$ cat config.mk
export PLATFORM = sky130hd
export DESIGN_NAME = serial_adder_ctrl_flat
export DESIGN_NICKNAME = d
export VERILOG_FILES = /design/src/rtl/serial_adder_ctrl_if.sv /design/src/rtl/serial_adder_ctrl.sv /design/src/flat_wrapper.sv
export SDC_FILE = /design/constraint.sdc
export NUM_CORES = 1
export LEC_CHECK = 0
export CAP_MARGIN = 0
export CORE_MARGIN = 2
export CORE_UTILIZATION = 51
export CTS_CLUSTER_DIAMETER = 40
export DETAILED_ROUTE_END_ITERATION = 16
export GPL_ROUTABILITY_DRIVEN = 1
export PLACE_DENSITY = 0.78
export SLEW_MARGIN = 5
export SYNTH_ARGS = -nofsm -noshare
export SYNTH_HDL_FRONTEND = slang
export SYNTH_SLANG_ARGS = --single-unit
$ cat constraint.sdc
create_clock -name clk -period 2.12 [get_ports clk]
set_input_delay 0.212 -clock clk [delete_from_list [all_inputs] [get_ports clk]]
set_output_delay 0.212 -clock clk [all_outputs]
set_load 0.01 [all_outputs]
$ cat src/rtl/serial_adder_ctrl_if.sv
// serial_adder_ctrl_if: request-side operands/results plus the shared 1-bit full adder hookup.
// The sub port exists only when SERIAL_ADDER_SUB_EN is defined.
interface serial_adder_ctrl_if #(parameter int WIDTH = 8);
    logic             start;
    logic [WIDTH-1:0] A;
    logic [WIDTH-1:0] B;
    logic             Carry_in;
`ifdef SERIAL_ADDER_SUB_EN
    logic             sub;
`endif
    logic             fa_A;
    logic             fa_B;
    logic             fa_Carry_in;
    logic             fa_SUM;
    logic             fa_Carry_out;
    logic             busy;
    logic             done;
    logic [WIDTH-1:0] SUM;
    logic             Carry_out;

    modport slave (
        input  start, A, B, Carry_in,
`ifdef SERIAL_ADDER_SUB_EN
        input  sub,
`endif
        input  fa_SUM, fa_Carry_out,
        output fa_A, fa_B, fa_Carry_in, busy, done, SUM, Carry_out
    );

    modport master (
        output start, A, B, Carry_in,
`ifdef SERIAL_ADDER_SUB_EN
        output sub,
`endif
        output fa_SUM, fa_Carry_out,
        input  fa_A, fa_B, fa_Carry_in, busy, done, SUM, Carry_out
    );
endinterface

$ cat src/rtl/serial_adder_ctrl.sv
// serial_adder_ctrl: bit-serial WIDTH-bit adder sequencer driving one shared external full adder, LSB first.
// Optional subtract mode (A - B via ~B and carry 1) is enabled by defining SERIAL_ADDER_SUB_EN.
module serial_adder_ctrl #(
    parameter int WIDTH = 8
) (
    input logic              clk,
    input logic              reset,
    serial_adder_ctrl_if.slave bus
);
    localparam int CW = $clog2(WIDTH);

    typedef enum logic [1:0] {IDLE, RUN, DONE} state_t;

    state_t           state_q, state_d;
    logic [WIDTH-1:0] sha_q, sha_d, shb_q, shb_d, res_q, res_d, sum_q, sum_d;
    logic [CW-1:0]    cnt_q, cnt_d;
    logic             carry_q, carry_d, co_q, co_d, busy_q, busy_d, done_q, done_d;
    logic [WIDTH-1:0] b_load;
    logic             c_load;

`ifdef SERIAL_ADDER_SUB_EN
    // Subtraction is A + ~B + 1; Carry_out=1 then means no borrow.
    assign b_load = bus.sub ? ~bus.B : bus.B;
    assign c_load = bus.sub | bus.Carry_in;
`else
    assign b_load = bus.B;
    assign c_load = bus.Carry_in;
`endif

    always_comb begin
        state_d = state_q;
        sha_d   = sha_q;
        shb_d   = shb_q;
        res_d   = res_q;
        sum_d   = sum_q;
        carry_d = carry_q;
        co_d    = co_q;
        cnt_d   = cnt_q;
        if (state_q == RUN) begin
            carry_d       = bus.fa_Carry_out;
            res_d[cnt_q]  = bus.fa_SUM;
            sha_d         = sha_q >> 1;
            shb_d         = shb_q >> 1;
            cnt_d         = cnt_q + 1'b1;
            if (cnt_q == CW'(WIDTH - 1)) begin
                sum_d   = res_d;
                co_d    = bus.fa_Carry_out;
                state_d = DONE;
            end
        end else if (bus.start) begin
            sha_d   = bus.A;
            shb_d   = b_load;
            carry_d = c_load;
            cnt_d   = '0;
            state_d = RUN;
        end else begin
            state_d = IDLE;
        end
        busy_d = state_d == RUN;
        done_d = state_d == DONE;
    end

    always_ff @(posedge clk or posedge reset) begin
        if (reset) begin
            state_q <= IDLE;
            sha_q   <= '0;
            shb_q   <= '0;
            res_q   <= '0;
            sum_q   <= '0;
            cnt_q   <= '0;
            carry_q <= 1'b0;
            co_q    <= 1'b0;
            busy_q  <= 1'b0;
            done_q  <= 1'b0;
        end else begin
            state_q <= state_d;
            sha_q   <= sha_d;
            shb_q   <= shb_d;
            res_q   <= res_d;
            sum_q   <= sum_d;
            cnt_q   <= cnt_d;
            carry_q <= carry_d;
            co_q    <= co_d;
            busy_q  <= busy_d;
            done_q  <= done_d;
        end
    end

    assign bus.fa_A        = busy_q & sha_q[0];
    assign bus.fa_B        = busy_q & shb_q[0];
    assign bus.fa_Carry_in = busy_q & carry_q;
    assign bus.busy        = busy_q;
    assign bus.done        = done_q;
    assign bus.SUM         = sum_q;
    assign bus.Carry_out   = co_q;
endmodule
$ cat src/flat_wrapper.sv
// flat-port wrapper written by rule: the top's interface ports become plain ports
module serial_adder_ctrl_flat 
#(
    parameter int WIDTH = 8
)
  (clk, reset, bus_start, bus_A, bus_B, bus_Carry_in, bus_fa_SUM, bus_fa_Carry_out, bus_fa_A, bus_fa_B, bus_fa_Carry_in, bus_busy, bus_done, bus_SUM, bus_Carry_out);
  serial_adder_ctrl_if #(.WIDTH(WIDTH)) bus_i ();
  input logic clk;
  input logic reset;
  input wire logic [$bits(bus_i.start)-1:0] bus_start;
  input wire logic [$bits(bus_i.A)-1:0] bus_A;
  input wire logic [$bits(bus_i.B)-1:0] bus_B;
  input wire logic [$bits(bus_i.Carry_in)-1:0] bus_Carry_in;
  input wire logic [$bits(bus_i.fa_SUM)-1:0] bus_fa_SUM;
  input wire logic [$bits(bus_i.fa_Carry_out)-1:0] bus_fa_Carry_out;
  output wire logic [$bits(bus_i.fa_A)-1:0] bus_fa_A;
  output wire logic [$bits(bus_i.fa_B)-1:0] bus_fa_B;
  output wire logic [$bits(bus_i.fa_Carry_in)-1:0] bus_fa_Carry_in;
  output wire logic [$bits(bus_i.busy)-1:0] bus_busy;
  output wire logic [$bits(bus_i.done)-1:0] bus_done;
  output wire logic [$bits(bus_i.SUM)-1:0] bus_SUM;
  output wire logic [$bits(bus_i.Carry_out)-1:0] bus_Carry_out;
  assign bus_i.start = bus_start;
  assign bus_i.A = bus_A;
  assign bus_i.B = bus_B;
  assign bus_i.Carry_in = bus_Carry_in;
  assign bus_i.fa_SUM = bus_fa_SUM;
  assign bus_i.fa_Carry_out = bus_fa_Carry_out;
  assign bus_fa_A = bus_i.fa_A;
  assign bus_fa_B = bus_i.fa_B;
  assign bus_fa_Carry_in = bus_i.fa_Carry_in;
  assign bus_busy = bus_i.busy;
  assign bus_done = bus_i.done;
  assign bus_SUM = bus_i.SUM;
  assign bus_Carry_out = bus_i.Carry_out;
  serial_adder_ctrl #(.WIDTH(WIDTH)) u_core (.clk(clk), .reset(reset), .bus(bus_i));
endmodule
Word level (Yosys, flattened, before mapping)

Cells that the tools add are included.

Bits in registers: 41
Latch bits: 0
Bits in writable memories: 0
ROM bits: 0
Word-level logic and storage cells: 37
Memories: 0

$add $sub $neg: 1
Multiply operators: 0
Div/mod/pow operators: 0
Magnitude comparators: 2
Eq/ne operators: 4
Shift-type cells: 0
Mux-type cells: 14
Bitwise logic cells: 3
Reductions and logical operators: 3

Operator list:

| cell                | number |
|---|---|
| $mux 8              | 4 |
| $bwmux 8            | 1 |
| $mux 3              | 2 |
| $eq 2x1->1 const B  | 2 |
| $lt 3x4->1 const B  | 1 |
| $mux 1              | 4 |
| $mux 2              | 2 |
| $add 3x1->3 const B | 1 |
| $and 1x1->1         | 3 |
| $demux 1 s3         | 1 |
| $eq 3x3->1 const B  | 1 |
| $ge 3x1->1 const B  | 1 |
| $eq 2x2->1 const B  | 1 |
| $reduce_and 2->1    | 1 |
| $reduce_bool 2->1   | 1 |
| $logic_and 1x1->1   | 1 |

Longest topological paths before layout

Gate-level depths: netlist of the first run.

Depth after elaboration: 5
Depth in mapped cells: 6
Mapped depth without buffers: 5

Worst setup path after synthesis of the first run

Ideal clock, no wire load.

Path type: register to register
Start point: reg u_core.cnt_q[0]
End point: reg u_core.sum_q[0], in the netlist u_core.bus.SUM[0]
Library setup time: 0.081 ns
Arrival time: 1.401 ns
Required time: 2.039 ns
Slack: 0.638 ns
Cell stages (with the launch flop): 7
Path buffers: 2
Path through: dfrtp_1 > ha_1 > ha_1 > and3b_1 > buf_6 > buf_8 > a31oi_2

Longest elaborated chain between the ends: 5
Elaborated cells on any way between the ends: 8
Classes of those cells: 2 x order compare; 1 x eq/ne; 3 x mux; 2 x reduce/logical

RTL lines:

| what                                                           | RTL line                | source |
|---|---|---|
| from (decl)                                                    | serial_adder_ctrl.sv:16 | `logic [CW-1:0] cnt_q, cnt_d;` |
| from (signal assigned)                                         | serial_adder_ctrl.sv:81 | `cnt_q <= cnt_d;` |
| $lt 3x4->1 (not written as such) or $ge 3x1->1 (tied branches) | serial_adder_ctrl.sv:41 | `res_d[cnt_q] = bus.fa_SUM;` |
| $logic_and 1x1->1 (not written as such)                        | serial_adder_ctrl.sv:41 |  |
| $mux 1 (not written as such)                                   | serial_adder_ctrl.sv:41 |  |
| $demux 1 s3                                                    | --                      |  |
| $bwmux 8                                                       | serial_adder_ctrl.sv:41 |  |
| to (signal assigned)                                           | serial_adder_ctrl.sv:80 | `sum_q <= sum_d;` |
| to (decl)                                                      | serial_adder_ctrl.sv:15 | `logic [WIDTH-1:0] sha_q, sha_d, shb_q, shb_d, res_q, res_d, sum_q, sum_d;` |

Parallel ways exist; a longest one is shown, timed or not.
A chain may end at the register's enable or synchronous reset.

Final worst setup path of the first run

Start point: reg u_core.cnt_q[1]
End point: reg u_core.sum_q[1], in the netlist u_core.bus.SUM[1]

The elaborated chain is that of the path after synthesis.

==> metrics, run 1 <==
total CTS buffers 5; Die ar. 0.00432 mm^2; maximum vdd drop 0.000636 V; synthesized cell area 0.00194 mm^2; Resize count post-CTS 0; f_max 600 MHz; unrepaired setup endpoints after global routing false; DRT Wirelength 3400 um; critical path class flip-flop to flip-flop; syn nets 200; share of power burned in combinational logic 42.5%; first-pass GRT wire length 5870 um; Cells after DPL 253; H-Tree Depth 2; dpl ws 464 ps; diodes inserted 0; Gate Count Post-Synth 176; Netlist cell types 31; Final period util 78.6%; final net count 236; HPWL after DPL 2480 um; CTS max path bufs 2; post-CTS setup repair buffer count 0; post-route DRC violation count 0; worst-path maximum fanout 19; proportion of layout cells with a drive suffix above 1 12.2%; crit path from u_core.cnt_q[1]$_DFFE_PP0P_; Layout Cells excl Fill 261; CTS tree built; Critical Path RT 2320 ps; DR WL/cell 13.0 um; Reg2Reg Depth 6; worst flop-to-flop path startpoint u_core.cnt_q[1]$_DFFE_PP0P_; worst skew pair latency 280 ps; vias post-DR 1375; Clock Power Share 14.5%; Sw Pwr 1130 uW; GPL Wtd Cong 0.765; synthesized flop and latch total 41; Critical Path AT 1870 ps; min Tclk post-route 1670 ps; maxcap violations 0; normalized max-slew margin 67.6%; Power per Cell Area 1330 mW/mm^2; most common cell after layout, fill and taps aside dfrtp_1; drt pass-1 iters 4; Die Ht 65.7 um; mean post-synth cell area 11.0 um^2; Startpoint Class flip-flop; core area 0.00366 mm^2; met3 WL 153 um; Slew Viols, Final 0; highest routed layer met4; internal power 2060 uW; Met1 Wirelength 1500 um; Global Route Usage Sum 17.8%; Area Overhead vs Synth 23.1%; Least-Margin Pin Slew 486 ps; chip width 65.7 um; Setup TNS 0 ps; Syn. warnings 0; pin count of the biggest net entering global routing 42; Leak 0.00107 uW; Setup Viol. Count Final 0; Setup WS post-layout 455 ps; Port Buffers 35; area of the multi-input gates 827 um^2; Detail Route Antenna Nets 0; sequential area share after synthesis 52.8%; vias in the first global route 1373; num rows 22; Clock Skews 6.18 ps; sequential share of power 42.9%; clk sinks 41; Net Sw Frac 35.4%; cts hold-fix bufs 0; drt first-iter violations 55; vias per inst 5.27; initial core utilization 53.1%; FF+latch area 0.00103 mm^2; Fill cells 293; Hold WC Path Type input port to async pin; most frequent cells in the layout 41 x dfrtp_1, 35 x clkdlybuf4s50_1, 22 x nand2_1; run status completed; metal2 WL 1700 um; clock root buffer clkbuf_8; initial antenna violation count 0; CTS clk-pin slew, worst paths 70 ps; total grt overflow 0; I/O Pins 36; critical path capture point type flip-flop; Hold Fails Final Rpt 0
[cell usage after synthesis]
library cell,instances,area share [%]
dfrtp_1,41,53
nand2_1,22,4.2
mux2i_1,20,10
o21ai_0,18,4.6
nor2_1,14,2.7
mux2_2,8,4.6
nand3_1,7,1.8
buf_2,6,1.5
a21oi_1,5,1.3
and2_1,3,0.97
buf_6,3,1.7
nor2b_1,3,0.97
a22oi_1,2,0.77
a31oi_2,2,1.3
clkbuf_1,2,0.39
ha_1,2,1.3
nand2b_1,2,0.64
nand3b_1,2,0.77
or3b_1,2,0.90
a21bo_2,1,0.52
a21o_1,1,0.39
a31oi_1,1,0.32
and3b_1,1,0.45
and3b_2,1,0.52
buf_8,1,0.77
inv_1,1,0.19
mux2_4,1,0.77
nand4_1,1,0.32
nor2b_4,1,0.71
nor3b_4,1,0.97
o31ai_1,1,0.39
[per-layer routing]
metal,global-route usage (%),up-vias
li1,-,676
met4,5.99,0
met1,21.3,659
met2,31.1,34
met5,0,-
met3,4.28,6
[cells by family after synthesis]
kind of cell             share of synthesized area [%]
flip-flops                                        52.8
AND/OR/NAND/NOR                                   16.0
AO/OA/AOI/OAI                                     9.59
buffers and inverters                             4.64
multiplexers                                      15.7
adder cells (fa/ha/maj)                           1.29
[final timing paths]
check | end | slack (ps)
max | u_core.bus.SUM[1]$_DFFE_PP0P_ | 450
min in group clk | u_core.sha_q[5]$_DFFE_PP0P_ | 480
min | u_core.sha_q[0]$_DFFE_PP0P_ | 350
max reg2reg | u_core.bus.SUM[1]$_DFFE_PP0P_ | 450
min reg2reg | u_core.sha_q[5]$_DFFE_PP0P_ | 480
max in group asynchronous | u_core.shb_q[5]$_DFFE_PP0P_ | 1430
[power groups by stage]
| stage | sequential, uW | clock (uW) | combinational, uW |
|---|---|---|---|
| after global placement | 1350 | 0 | 1310 |
| final | 1370 | 463 | 1350 |
| after floorplan | 1340 | 0 | 971 |
| after CTS | 1370 | 480 | 1370 |
| after global routing | 1410 | 520 | 1510 |
| after detailed placement | 1380 | 0 | 1360 |
[stage by stage]
stage	total power [uW]	hold WS, ps	utilization [%]	cell area (um^2)
floorplan	2310	329	-	1940
global placement	2660	460	63.2	2310
detailed placement	2740	468	63.2	2310
CTS	3210	370	65.3	2390
global route	3450	415	65.3	2390
finish	3180	350	65.3	2390
[cell type report]
class                      count  area share, %
clock buffer                   8           3.35
inverter                       1          0.157
multi-input combinational    122           34.6
sequential                    41           42.9
tap                           48           2.51
timing repair buffer          41           16.5
[worst max-delay path, stage by stage, from the launching register on]
cell and delay [ps]:
dfrtp_1 580, ha_1 240, ha_1 160, and3b_1 190
buf_4 220, nor2_1 70, a31oi_2 130
[state kept, by name, summed over array words and instances (netlist names)]
register and count:
u_core.sha_q 8, u_core.bus.busy 1, u_core.state_q 2, u_core.bus.done 1, u_core.shb_q 8, u_core.bus.Carry_out 1
u_core.carry_q 1, u_core.cnt_q 3, u_core.res_q 8, u_core.bus.SUM 8
No activity file was read; power rests on OpenSTA's default activity.
==> run 2: changes to the inputs <==
CORE_UTILIZATION = 46   (was 51)
PLACE_DENSITY = 0.74   (was 0.78)
clock period = 1.4 ns   (was 2.12 ns; I/O delays follow)
==> run 2 against run 1 <==
Register-to-register slack worse by 500 ps. Final cell count up 4.6%. Core utilization fell by 0.50 points. Largest cell class unchanged. Worst setup slack worse by 500 ps. Fmax increased by 15%. Clock power up 57%. Cell area grew 9.2%. Clock skew shrank 2.6 ps. Flip-flop and latch count did not move. Routed wire length is 21% higher. Critical endpoint is now u_core.bus.SUM[7]$_DFFE_PP0P_. Non-clock buffer count rose by 10. The run now ends with negative setup slack left. Highest routed layer unchanged.
==> metrics, run 2 (synthesis results as in run 1) <==
run status finished with violations; failing checks negative setup slack; initial antenna violation count 0; CP Cell Sequence ha_4, ha_4, and3b_2, buf_12, nor2_1, a21oi_1; Critical Path AT 1610 ps; first-pass GRT wire length 6310 um; critical path class flip-flop to flip-flop; R2R setup slack -40 ps; drt pass-1 iters 4; CTS max path bufs 2; Largest stage delay, worst path 420 ps; Startpoint Class flip-flop; Setup Viol. Count Final 3; Slew Viols, Final 0; normalized max-slew margin 77.6%; share of power burned in combinational logic 47.7%; HPWL after DPL 2830 um; worst-path maximum fanout 8; sequential share of power 38.7%; num rows 23; min Tclk post-route 1440 ps; total CTS buffers 5; stages on the worst setup path 6; Tot Pwr 5350 uW; FF+latch area 0.00103 mm^2; Detail Route Antenna Nets 0; minimum hold slack 206 ps; GPL Wtd Cong 0.815; Die ar. 0.00476 mm^2; Critical Path Slowest Stage Cell dfrtp_1; H-Tree Depth 2; vias post-DR 1481; f_max 692 MHz; proportion of layout cells with a drive suffix above 1 22.9%; Leak 0.00116 uW; I/O Pins 36; delay-heaviest family, CP flip-flops; final net count 246; Die Ht 69.0 um; Area Overhead vs Synth 34.4%; vias per inst 5.42; DRT Wirelength 4110 um; Final period util 103%; WP buf/inv 1; unrepaired setup endpoints after global routing true; total grt overflow 0; core area 0.00403 mm^2; vias in the first global route 1368; Hold WC Path Type input port to async pin; worst flop-to-flop path startpoint u_core.cnt_q[1]$_DFFE_PP0P_; post-route DRC violation count 0; diodes inserted 0; maxcap violations 0; clk sinks 41; initial core utilization 48.2%; Post-Route Utilization 64.8%; DR WL/cell 15.1 um; Sw Pwr 1950 uW; critical path capture point type flip-flop; internal power 3400 uW; clock root buffer clkbuf_8; Clock Skews 3.56 ps; pin count of the biggest net entering global routing 42; Global Route Usage Sum 18.4%; crit path from u_core.cnt_q[1]$_DFFE_PP0P_; CP most frequent cell ha_4; Setup WS post-layout -44.3 ps; Critical Path RT 1570 ps; worst skew pair latency 290 ps; CTS tree built; most common cell after layout, fill and taps aside dfrtp_1; Power per Cell Area 2050 mW/mm^2; drt first-iter violations 117; Hold Fails Final Rpt 0; Least-Margin Pin Slew 333 ps; Layout Cells excl Fill 273; area of the multi-input gates 895 um^2; Net Sw Frac 36.4%; maximum vdd drop 0.000876 V; Port Buffers 35; most frequent cells in the layout 39 x dfrtp_1, 28 x clkdlybuf4s50_1, 22 x nand2_1; Fill cells 321; Reg2Reg Depth 6; Clock Power Share 13.6%; Cells after DPL 261; Critical R2R Capture u_core.bus.SUM[7]$_DFFE_PP0P_; chip width 69.0 um; CTS clk-pin slew, worst paths 70 ps; crit path to u_core.bus.SUM[7]$_DFFE_PP0P_
## run 2: cell count changes in the layout (fill, tap and decap cells not counted), moves of 3 or more
cell / change
nor2_4: +3
buf_12: +4
nor2_1: -5
buf_4: +4
dlygate4sd2_1: +4
clkdlybuf4s50_1: -7
## run 2: power groups by stage
stage	Sequential, uW	Clock (uW)	Combinational (uW)
finish	2070	729	2550
global route	2130	802	2810
floorplan	2050	0	1480
CTS	2040	746	2360
global placement	2010	0	2240
detailed placement	2050	0	2340
## run 2: area by class of cell
cell class              count  share of cell area [%]
inverters                   1                   0.144
multi-input cells         122                    34.2
clock buffers               8                    3.07
well taps                  50                    2.39
repair buffers             51                    20.8
flip-flops and latches     41                    39.4
## run 2: what timing repair did
item	CTS	global route
setup buffers	2	1
gates resized for setup	9	15
endpoints found under the setup margin	8	16
cloned	0	1
hold buffers	0	0
pin swaps	1	0
## run 2: worst min-delay path by stage
stage	from	cells after the start	slack, ps	end
global route	reset	3	230	u_core.bus.done$_DFF_PP0_
finish	reset	3	210	u_core.bus.SUM[4]$_DFFE_PP0P_
CTS	reset	3	220	u_core.bus.done$_DFF_PP0_
global placement	u_core.sha_q[1]$_DFFE_PP0P_	2	460	u_core.sha_q[0]$_DFFE_PP0P_
detailed placement	u_core.sha_q[5]$_DFFE_PP0P_	2	470	u_core.sha_q[4]$_DFFE_PP0P_
floorplan	bus_fa_Carry_out	2	260	u_core.carry_q$_DFFE_PP0P_
## run 2: worst min-delay path, cell delays in order
cell and delay (ps):
clkdlybuf4s50_1 400, inv_1 90, buf_12 240
## run 2: routing by layer
layer	vias to the layer above	routed length [um]	part of all wire [%]	GRT usage [%]
met5	-	0	0	0
met4	0	106	2.6	9.31
met3	11	172	4.2	4.55
met2	40	2160	53	31.9
met1	724	1670	41	20.9
li1	706	-	-	-
## run 2: metrics by stage
stage               worst slack (ps)  area, um^2  TNS (ps)
finish                         -44.3        2610     -44.9
floorplan                       9.32        1960         0
detailed placement             -25.0        2430     -72.0
CTS                            -10.9        2520     -10.9
global route                   -78.4        2610      -408
global placement                30.9        2430         0
==> run 3: changes to the inputs <==
ABC_AREA = 1   (was default)
PLACE_DENSITY = 0.75   (was 0.74)
SETUP_SLACK_MARGIN = 0.4   (was default)
==> run 3 against run 2 <==
The flow now finishes without violations. Worst hold slack got worse by 82 ps. Combinational power increased by 55%. Cell area increased by 9.8%. Power increased by 28%. Fmax increased by 13%. Sequential power about the same. Clock power increased by 9.2%. Sequential share of layout area decreased by 3.6 points. Via count increased by 22%. Core utilization increased by 6.9 points. Largest power group unchanged.
==> metrics, run 3 <==
GPL Wtd Cong 0.789; Hold WC Path Type input port to async pin; critical path class flip-flop to flip-flop; Layout Cells excl Fill 350; drt first-iter violations 173; dpl ws 106 ps; vias per inst 5.18; Cells after DPL 311; post-synthesis adder-cell area fraction 1.31%; Clock Skews 8.11 ps; CTS tree built; normalized max-slew margin 81.7%; diodes inserted 0; run status completed; CTS max path bufs 2; ys flop type dfrtp_1; initial core utilization 47.8%; core area 0.00400 mm^2; worst-path maximum fanout 8; H-Tree Depth 2; proportion of layout cells with a drive suffix above 1 33.0%; most frequent cell after synthesis nand2_1; mean post-synth cell area 8.35 um^2; syn nets 253; GRT Max-Usage Layer met2; ranking of synthesized cells by area dfrtp_1 54%, nand2_1 20%, nand3_1 9.4%, inv_1 2.9%, nor2_8 2.1%; Global Route Usage Sum 25.0%; critical path capture point type flip-flop; HPWL after DPL 2690 um; Detail Route Antenna Nets 0; worst skew pair latency 300 ps; Final period util 91.4%; vias in the first global route 1841; drt pass-1 iters 4; chip width 68.5 um; synthesized cell area 0.00191 mm^2; clock root buffer clkbuf_8; Yosys top cell by area dfrtp_1; final net count 324; Critical Path AT 1480 ps; unrepaired setup endpoints after global routing true; DRT Wirelength 5260 um; multiplexer share of the synthesized area 0%; post-synth top area share 53.7%; Setup Viol. Count Final 0; Gate Count Post-Synth 229; Area Overhead vs Synth 50.1%; Setup TNS 0 ps; I/O Pins 36; most instantiated cells after synthesis 101 x nand2_1, 41 x dfrtp_1, 36 x nand3_1; Leak 0.00146 uW; met1 track demand over resource 29.1%; total CTS buffers 5; ys async rst share 100%; CTS clk-pin slew, worst paths 80 ps; Port Buffers 35; sequential area share after synthesis 53.7%; Hold Fails Final Rpt 0; Least-Margin Pin Slew 273 ps; initial antenna violation count 0; pin count of the biggest net entering global routing 32; synthesized flop and latch total 41; simple-gate share of the synthesized area 35.3%; clk sinks 41; Fill cells 289; Slew Viols, Final 0; first-pass GRT wire length 8400 um; most common cell after layout, fill and taps aside nand2_1; min Tclk post-route 1280 ps; Synth Area in XOR/XNOR 0%; num rows 23; f_max 782 MHz; Critical Path RT 1600 ps; total grt overflow 0; most frequent cells in the layout 89 x nand2_1, 40 x dfrtp_1, 31 x nand3_1; Setup WS post-layout 121 ps; Startpoint Class flip-flop; Power per Cell Area 2380 mW/mm^2; Syn. warnings 0; grt met3 use 6.25%; cts hold-fix bufs 0; Die ar. 0.00469 mm^2; Netlist cell types 17; maximum vdd drop 0.00110 V; grt met2 use 43.1%; post-route DRC violation count 0; maxcap violations 0; largest family of logic cells by synthesized area simple AND/OR/NAND/NOR gates; Synth Area in Compound Gates 1.57%; DR WL/cell 15.0 um; EDFF count, synth 0; Reg2Reg Depth 7; vias post-DR 1812; Die Ht 68.5 um
[run 3: changes by cell type after synthesis, moves of 5 or more]
cell / previous run / this run
o21ai_0: 18 / 3
nand4_1: 1 / 6
nand3_1: 7 / 36
mux2_2: 8 / 0
a21oi_1: 5 / 0
inv_1: 1 / 15
nor2_1: 14 / 4
inv_2: 0 / 5
mux2i_1: 20 / 0
nand2_1: 22 / 101
[run 3: final cells by class]
cell class | instances | area [um^2] | area share (%)
tap | 50 | 62.6 | 2.18
inverter | 20 | 111 | 3.88
sequential | 41 | 1030 | 35.8
clock buffer | 7 | 86.3 | 3.01
multi-input combinational | 161 | 880 | 30.7
timing repair inverter | 1 | 6.26 | 0.218
timing repair buffer | 70 | 696 | 24.2
[run 3: kinds of logic after synthesis]
family / Yosys count
DFF: 41
buffers and inverters: 29
and+or+nand+nor: 152
adders and majority gates: 2
AOI/OAI and AO/OA: 5
[run 3: where the power goes]
part	switching, uW	leakage, uW	internal, uW
clock network	404	0.0000443	391
registers	348	0.000512	1730
logic	2030	0.000902	1930
[run 3: path summary, 6_finish.rpt]
check | start | end | slack, ps
setup reg to reg | u_core.cnt_q[1]$_DFFE_PP0P_ | u_core.bus.SUM[5]$_DFFE_PP0P_ | 120
setup / recovery | u_core.cnt_q[1]$_DFFE_PP0P_ | u_core.bus.SUM[5]$_DFFE_PP0P_ | 120
max in group asynchronous | reset | u_core.res_q[1]$_DFFE_PP0P_ | 840
min in group clk | bus_B[7] | u_core.shb_q[7]$_DFFE_PP0P_ | 370
hold / removal | reset | u_core.res_q[4]$_DFFE_PP0P_ | 120
hold reg to reg | u_core.bus.Carry_out$_DFFE_PP0P_ | u_core.bus.Carry_out$_DFFE_PP0P_ | 490
[run 3: worst max-delay path: stages, from the launching register on]
cell and delay [ps]:
dfrtp_2 450, ha_4 180, ha_4 160, inv_4 80
nor2_8 60, buf_4 140, nand3_1 80, nand2_1 50
[run 3: metal layers]
layer | part of all wire, % | vias to the layer above | wire length [um]
met5 | 0 | - | 0
met4 | 2.3 | 0 | 121
met3 | 5.3 | 15 | 278
met2 | 53 | 70 | 2800
met1 | 39 | 858 | 2070
li1 | - | 869 | -
[run 3: metrics by stage]
stage / total power (uW) / utilization [%] / instance area, um^2 / hold slack, ps
after floorplan: 3730 / - / 1940 / 125
after global placement: 4480 / 58.6 / 2340 / 454
after detailed placement: 4570 / 58.6 / 2340 / 455
after CTS: 6430 / 69.2 / 2770 / 123
after global routing: 7310 / 71.7 / 2870 / 148
final: 6840 / 71.7 / 2870 / 124
[run 3: what timing repair did]
| action | CTS | global route |
|---|---|---|
| pin swaps | 11 | 6 |
| resized for setup | 96 | 20 |
| buffers inserted | 21 | 4 |
| gates cloned | 6 | 1 |
| endpoints found under the setup margin | 54 | 49 |
